### src/rtl/mc_ctrl_fsm.sv
// Multi-cycle MIPS control unit: per-instruction state sequencing, datapath
// select/enable decode, illegal-encoding trap and saturating perf counters.
module mc_ctrl_fsm #(
  parameter bit          MEM_HANDSHAKE = 1'b1,
  parameter int unsigned CNT_W         = 32
) (
  input  logic             clk,
  input  logic             rst,
  input  logic [5:0]       opcode,
  input  logic [5:0]       funct,
  input  logic             zero,
  input  logic             mem_ready,
  output logic             pc_write,
  output logic             pc_write_cond,
  output logic             iord,
  output logic             mem_read,
  output logic             mem_write,
  output logic             ir_write,
  output logic             mem_to_reg,
  output logic             reg_dst,
  output logic             reg_write,
  output logic             alu_src_a,
  output logic [1:0]       alu_src_b,
  output logic             ext_zero,
  output logic [3:0]       alu_ctrl,
  output logic [1:0]       pc_source,
  output logic [3:0]       state,
  output logic             halted,
  output logic [CNT_W-1:0] cycle_count,
  output logic [CNT_W-1:0] instr_count
);

  typedef enum logic [3:0] {
    StFetch  = 4'd0,
    StDecode = 4'd1,
    StMemAdr = 4'd2,
    StMemRd  = 4'd3,
    StMemWb  = 4'd4,
    StMemWr  = 4'd5,
    StRExec  = 4'd6,
    StRWb    = 4'd7,
    StBranch = 4'd8,
    StJump   = 4'd9,
    StIExec  = 4'd10,
    StIWb    = 4'd11,
    StTrap   = 4'd12
  } state_e;

  localparam logic [5:0] OpRType = 6'h00;
  localparam logic [5:0] OpJ     = 6'h02;
  localparam logic [5:0] OpBeq   = 6'h04;
  localparam logic [5:0] OpBne   = 6'h05;
  localparam logic [5:0] OpAddi  = 6'h08;
  localparam logic [5:0] OpSlti  = 6'h0A;
  localparam logic [5:0] OpAndi  = 6'h0C;
  localparam logic [5:0] OpOri   = 6'h0D;
  localparam logic [5:0] OpLw    = 6'h23;
  localparam logic [5:0] OpSw    = 6'h2B;

  localparam logic [3:0] AluAdd = 4'b0010;
  localparam logic [3:0] AluSub = 4'b0110;
  localparam logic [3:0] AluAnd = 4'b0000;
  localparam logic [3:0] AluOr  = 4'b0001;
  localparam logic [3:0] AluSlt = 4'b0111;

  state_e state_q, state_d;
  logic   mem_rdy;
  logic   retire;
  logic   funct_ok;
  logic [3:0] funct_alu;

  assign mem_rdy = MEM_HANDSHAKE ? mem_ready : 1'b1;
  assign state   = state_q;
  // Leaving a non-FETCH state for FETCH is exactly an instruction retirement.
  assign retire  = (state_d == StFetch) && (state_q != StFetch);

  // R-type funct to ALU operation decode.
  always_comb begin
    funct_ok  = 1'b1;
    funct_alu = AluAdd;
    unique case (funct)
      6'h20:   funct_alu = AluAdd;
      6'h22:   funct_alu = AluSub;
      6'h24:   funct_alu = AluAnd;
      6'h25:   funct_alu = AluOr;
      6'h2A:   funct_alu = AluSlt;
      default: begin
        funct_ok  = 1'b0;
        funct_alu = AluAnd;
      end
    endcase
  end

  // State register.
  always_ff @(posedge clk) begin
    if (rst) state_q <= StFetch;
    else     state_q <= state_d;
  end

  // Saturating counters; both freeze in TRAP.
  always_ff @(posedge clk) begin
    if (rst) begin
      cycle_count <= '0;
      instr_count <= '0;
    end else begin
      if (state_q != StTrap && cycle_count != {CNT_W{1'b1}}) cycle_count <= cycle_count + 1'b1;
      if (retire && instr_count != {CNT_W{1'b1}}) instr_count <= instr_count + 1'b1;
    end
  end

  // Next-state logic.
  always_comb begin
    state_d = state_q;
    unique case (state_q)
      StFetch:  if (mem_rdy) state_d = StDecode;
      StDecode: begin
        unique case (opcode)
          OpLw, OpSw:                     state_d = StMemAdr;
          OpRType:                        state_d = StRExec;
          OpBeq, OpBne:                   state_d = StBranch;
          OpJ:                            state_d = StJump;
          OpAddi, OpAndi, OpOri, OpSlti:  state_d = StIExec;
          default:                        state_d = StTrap;
        endcase
      end
      StMemAdr: state_d = (opcode == OpLw) ? StMemRd : (opcode == OpSw) ? StMemWr : StTrap;
      StMemRd:  if (mem_rdy) state_d = StMemWb;
      StMemWb:  state_d = StFetch;
      StMemWr:  if (mem_rdy) state_d = StFetch;
      StRExec:  state_d = funct_ok ? StRWb : StTrap;
      StRWb:    state_d = StFetch;
      StBranch: state_d = StFetch;
      StJump:   state_d = StFetch;
      StIExec:  state_d = StIWb;
      StIWb:    state_d = StFetch;
      StTrap:   state_d = StTrap;
      default:  state_d = StTrap;
    endcase
  end

  // Moore output decode, with reset overriding every strobe and enable.
  always_comb begin
    pc_write      = 1'b0;
    pc_write_cond = 1'b0;
    iord          = 1'b0;
    mem_read      = 1'b0;
    mem_write     = 1'b0;
    ir_write      = 1'b0;
    mem_to_reg    = 1'b0;
    reg_dst       = 1'b0;
    reg_write     = 1'b0;
    alu_src_a     = 1'b0;
    alu_src_b     = 2'b00;
    ext_zero      = 1'b0;
    alu_ctrl      = AluAnd;
    pc_source     = 2'b00;
    halted        = 1'b0;
    unique case (state_q)
      StFetch: begin
        mem_read  = 1'b1;
        alu_src_b = 2'b01;
        alu_ctrl  = AluAdd;
        ir_write  = mem_rdy;
        pc_write  = mem_rdy;
      end
      StDecode: begin
        alu_src_b = 2'b11;
        alu_ctrl  = AluAdd;
      end
      StMemAdr: begin
        alu_src_a = 1'b1;
        alu_src_b = 2'b10;
        alu_ctrl  = AluAdd;
      end
      StMemRd: begin
        iord     = 1'b1;
        mem_read = 1'b1;
      end
      StMemWb: begin
        reg_write  = 1'b1;
        mem_to_reg = 1'b1;
      end
      StMemWr: begin
        iord      = 1'b1;
        mem_write = 1'b1;
      end
      StRExec: begin
        alu_src_a = 1'b1;
        alu_ctrl  = funct_alu;
      end
      StRWb: begin
        reg_write = 1'b1;
        reg_dst   = 1'b1;
      end
      StBranch: begin
        alu_src_a     = 1'b1;
        alu_ctrl      = AluSub;
        pc_source     = 2'b01;
        pc_write_cond = (opcode == OpBne) ? ~zero : zero;
      end
      StJump: begin
        pc_write  = 1'b1;
        pc_source = 2'b10;
      end
      StIExec: begin
        alu_src_a = 1'b1;
        alu_src_b = 2'b10;
        ext_zero  = (opcode == OpAndi) || (opcode == OpOri);
        unique case (opcode)
          OpAndi:  alu_ctrl = AluAnd;
          OpOri:   alu_ctrl = AluOr;
          OpSlti:  alu_ctrl = AluSlt;
          default: alu_ctrl = AluAdd;
        endcase
      end
      StIWb:   reg_write = 1'b1;
      StTrap:  halted = 1'b1;
      default: halted = 1'b1;
    endcase
    if (rst) begin
      pc_write      = 1'b0;
      pc_write_cond = 1'b0;
      mem_read      = 1'b0;
      mem_write     = 1'b0;
      ir_write      = 1'b0;
      reg_write     = 1'b0;
      halted        = 1'b0;
    end
  end

endmodule

### config.mk
export PLATFORM = sky130hd
export DESIGN_NAME = mc_ctrl_fsm
export DESIGN_NICKNAME = d
export VERILOG_FILES = /design/src/rtl/mc_ctrl_fsm.sv
export SDC_FILE = /design/constraint.sdc
export NUM_CORES = 1
export LEC_CHECK = 0
export BUFFER_PORTS_ARGS = -buffer_cell sky130_fd_sc_hd__buf_2
export CAP_MARGIN = 30
export CORE_MARGIN = 4
export CORE_UTILIZATION = 55
export CTS_CLUSTER_SIZE = 12
export DETAILED_ROUTE_END_ITERATION = 6
export PLACE_DENSITY = 0.83
export SLEW_MARGIN = 10
export SYNTH_ARGS = -nofsm -noshare
export SYNTH_HDL_FRONTEND = slang
export SYNTH_SLANG_ARGS = --single-unit
### constraint.sdc
create_clock -name clk -period 3.86 [get_ports clk]
set_clock_uncertainty 0.1 [all_clocks]
set_input_delay 0.193 -clock clk [delete_from_list [all_inputs] [get_ports clk]]
set_output_delay 0.193 -clock clk [all_outputs]
set_load 0.02 [all_outputs]
==> results.toml <==
[floorplan]
initial_utilization_pct = 57.8
ioPinCount = 104
dieArea_sq_mm = 0.00872
core-area_sq_mm = 0.00694
die_width_um = 93.4
rows = 30
die_h_um = 93.4

[yosys]
synth_enable_flop_cells = 0
yosysSeqAreaShare_pct = 33.9
synthAdderAreaFrac_pct = 0.624
syn_area_sq_mm = 0.00401
synthSimpleGateAreaFrac_pct = 35.9
ys_seq_elements = 68
yosys.area_share.xor_xnor_pct = 6.33
synthFlopType = "dfxtp_1"
synthArstFlopShare_pct = 0
syn_inst = 492
avgSynthCellArea_sq_um = 8.15
synth_warnings = 0
synth_compound_area_share_pct = 13.6
yosys.area.top_type = "dfxtp_1"
yosys-mux-area-fraction_pct = 4.30
synth_nets = 510
synth_top_family_by_area = "simple AND/OR/NAND/NOR gates"
yosys.cell_types.count = 61
synth_top_area_share_pct = 33.9
synthTopCellsByArea = "dfxtp_1, nor2_1, a21oi_1, xor2_1, o31ai_1"

[timing]
fmax_ghz = 0.340
period_share_pct = 76.2
rsz0062_at_grt = "no"
report.final.slew_viol_count = 0
setup_viol = 0
min_period_ns = 2.94
relSlewSlack_pct = 42.7
hold_viol_final = 0
worst_pin_slew_ns = 0.859
finalSetupTns_ns = 0

[global_route]
overflow = 0
met2_usage_pct = 40.6
grt_pass1_vias = 3836
antenna_found_initial = 0
grt_pass1_wl_um = 17300
use_met1_pct = 29.5
busiest_layer = "met2"
grt_usage_pct = 23.8
use_met3_pct = 4.42
grt_max_degree = 87

[run]
cap_violations = 0

[cts]
insertion_delay_ns = 0.34
cts_buffers = 9
htree_levels = 3
root_buffer = "clkbuf_8"
clockBufferDepth = 2
clock_sinks = 68
cts.repair.resized = 0
cts_hold_buffers = 0
clk_pin_slew_worst_paths_ns = 0.07
postCtsSetupRepairBufs = 0
cts_tree = "yes"

[critical_path]
worst-path-max-fanout = 52
cpPeakStageDelay_ns = 0.82
critPathArrivalTime_ns = 3.07
path_class = "reg2reg"
crit_path_start_kind = "flop"
cp.required_ns = 3.99
worst_setup_path_end_kind = "flop"
path_cells = "nor2_1 -> a31o_1 -> a211oi_2 -> nand4_2 -> buf_4 -> nor4_1 -> mux2_4"
slowest_stage = "dfxtp_1"
critPathTopFamily = "flip-flops"
crit_buf_inv = 1

[drt]
drtIter0Drc = 226
vias = 3995
routedWlPerCell_um = 14.9
antenna_left = 0
drt-pass1-iter-count = 5
viasPerCell = 5.88
wl_um = 10100
drc = 0

[layout]
layout-drive-gt1-share_pct = 25.5
nNetsFinal = 597
final_util_pct = 67.8
n_antenna_cell = 0
stdcell_count = 680
syn2layout_area_growth_pct = 17.3

[placed_design]
routabilityCongestion = 0.916
place_inst = 664
port_buffers = 102
hpwl_um = 6940

[outcome]
status = "finished, final reports clean"

[pwr]
ir_drop_mv = 0.195
p_per_area_mw_per_mm2 = 324
power.leakage_nw = 1.88

[hold_path]
hold_class = "in2reg"
metrics by stage:
step | setup slack, ns | power (mW) | cell area (sq um) | hold slack (ns)
final | 0.919 | 1.53 | 4710 | 0.265
after global routing | 0.807 | 1.59 | 4710 | 0.283
after CTS | 0.978 | 1.54 | 4710 | 0.253
after detailed placement | 0.989 | 0.924 | 4490 | 0.396
after global placement | 1.12 | 0.919 | 4490 | 0.381
after floorplan | 1.41 | 0.876 | 4010 | 0.337
flip-flops by register name (all words and copies together), names as in the netlist:
name,count
cycle_count,32
instr_count,32
state,4
power breakdown:
group | total [mW] | internal [mW] | switching [mW] | leakage, nW
sequential | 0.731 | 0.709 | 0.0216 | 0.549
clock | 0.616 | 0.335 | 0.281 | 0.106
combinational | 0.179 | 0.0584 | 0.121 | 1.22
cell usage after synthesis (10+ instances only):
cell and number:
dfxtp_1 68, nand3_1 23, nand4_1 14, inv_1 12, a21oi_1 35, clkbuf_1 12, nor2_1 68, nand2_1 38
nor2b_1 14, xnor2_1 10, o31ai_1 21, xor2_1 19, or4_1 19
layout make-up:
type | count | area [sq um]
Clock buffer | 11 | 151
Tap cell | 96 | 120
Inverter | 12 | 45.0
Fill cell | 565 | 2240
Sequential cell | 68 | 1360
Clock inverter | 5 | 60.1
Multi-Input combinational cell | 384 | 2440
Timing Repair Buffer | 104 | 526
logic make-up after synthesis:
logic type / count (synthesis)
xor gates and xnor gates: 29
other: 1
muxes: 13
and+or+nand+nor: 254
buffers and inverters: 40
adders and majority gates: 2
AOI/OAI and AO/OA: 85
DFF: 68
cell usage in the layout, fill, tap and decap left out, types with 2 or more instances in the layout:
master,n
nor4b_1,2
and4_1,5
nand4_1,14
xnor2_1,10
dfxtp_1,68
nand3_1,23
nand4_2,3
mux2i_1,3
nor2b_1,14
inv_1,12
ha_1,2
or4_1,19
mux2_4,8
nor2_1,68
buf_2,102
and2_1,4
or3_1,7
buf_4,2
a21oi_1,35
o21ai_0,7
clkbuf_8,11
and3_1,8
nor3b_1,5
nor4_2,6
mux2_2,2
a31oi_1,4
xor2_1,19
nand2_1,38
or2_2,2
o31ai_1,21
o211ai_1,4
nor4_1,7
o2111ai_1,2
nor3_1,9
o21ai_1,2
clkinv_4,2
nand2b_1,9
per-layer routing:
metal  share of wire, %  routed length, um  vias to the layer above
met5                  0                  0                        -
met4                1.6                165                        0
met3                6.4                653                       16
met2                 49               4920                      137
met1                 43               4410                     1885
li1                   -                  -                     1957
worst paths after layout:
path,from,to,slack (ns),depth (start not counted)
min,opcode[2],state[1],0.27,4
max,state[2],instr_count[11],0.92,7
max reg2reg,state[2],instr_count[11],0.92,7
min reg2reg,instr_count[10],instr_count[10],0.41,2
worst reg2reg max path: cells and delay by family (launching register included):
kind | cells | cell delay, ns
AOI/OAI and AO/OA | 2 | 0.53
DFF | 1 | 0.82
muxes | 1 | 0.33
and+or+nand+nor | 3 | 0.76
buffers and inverters | 1 | 0.30
(Power assumes the default switching activity.)
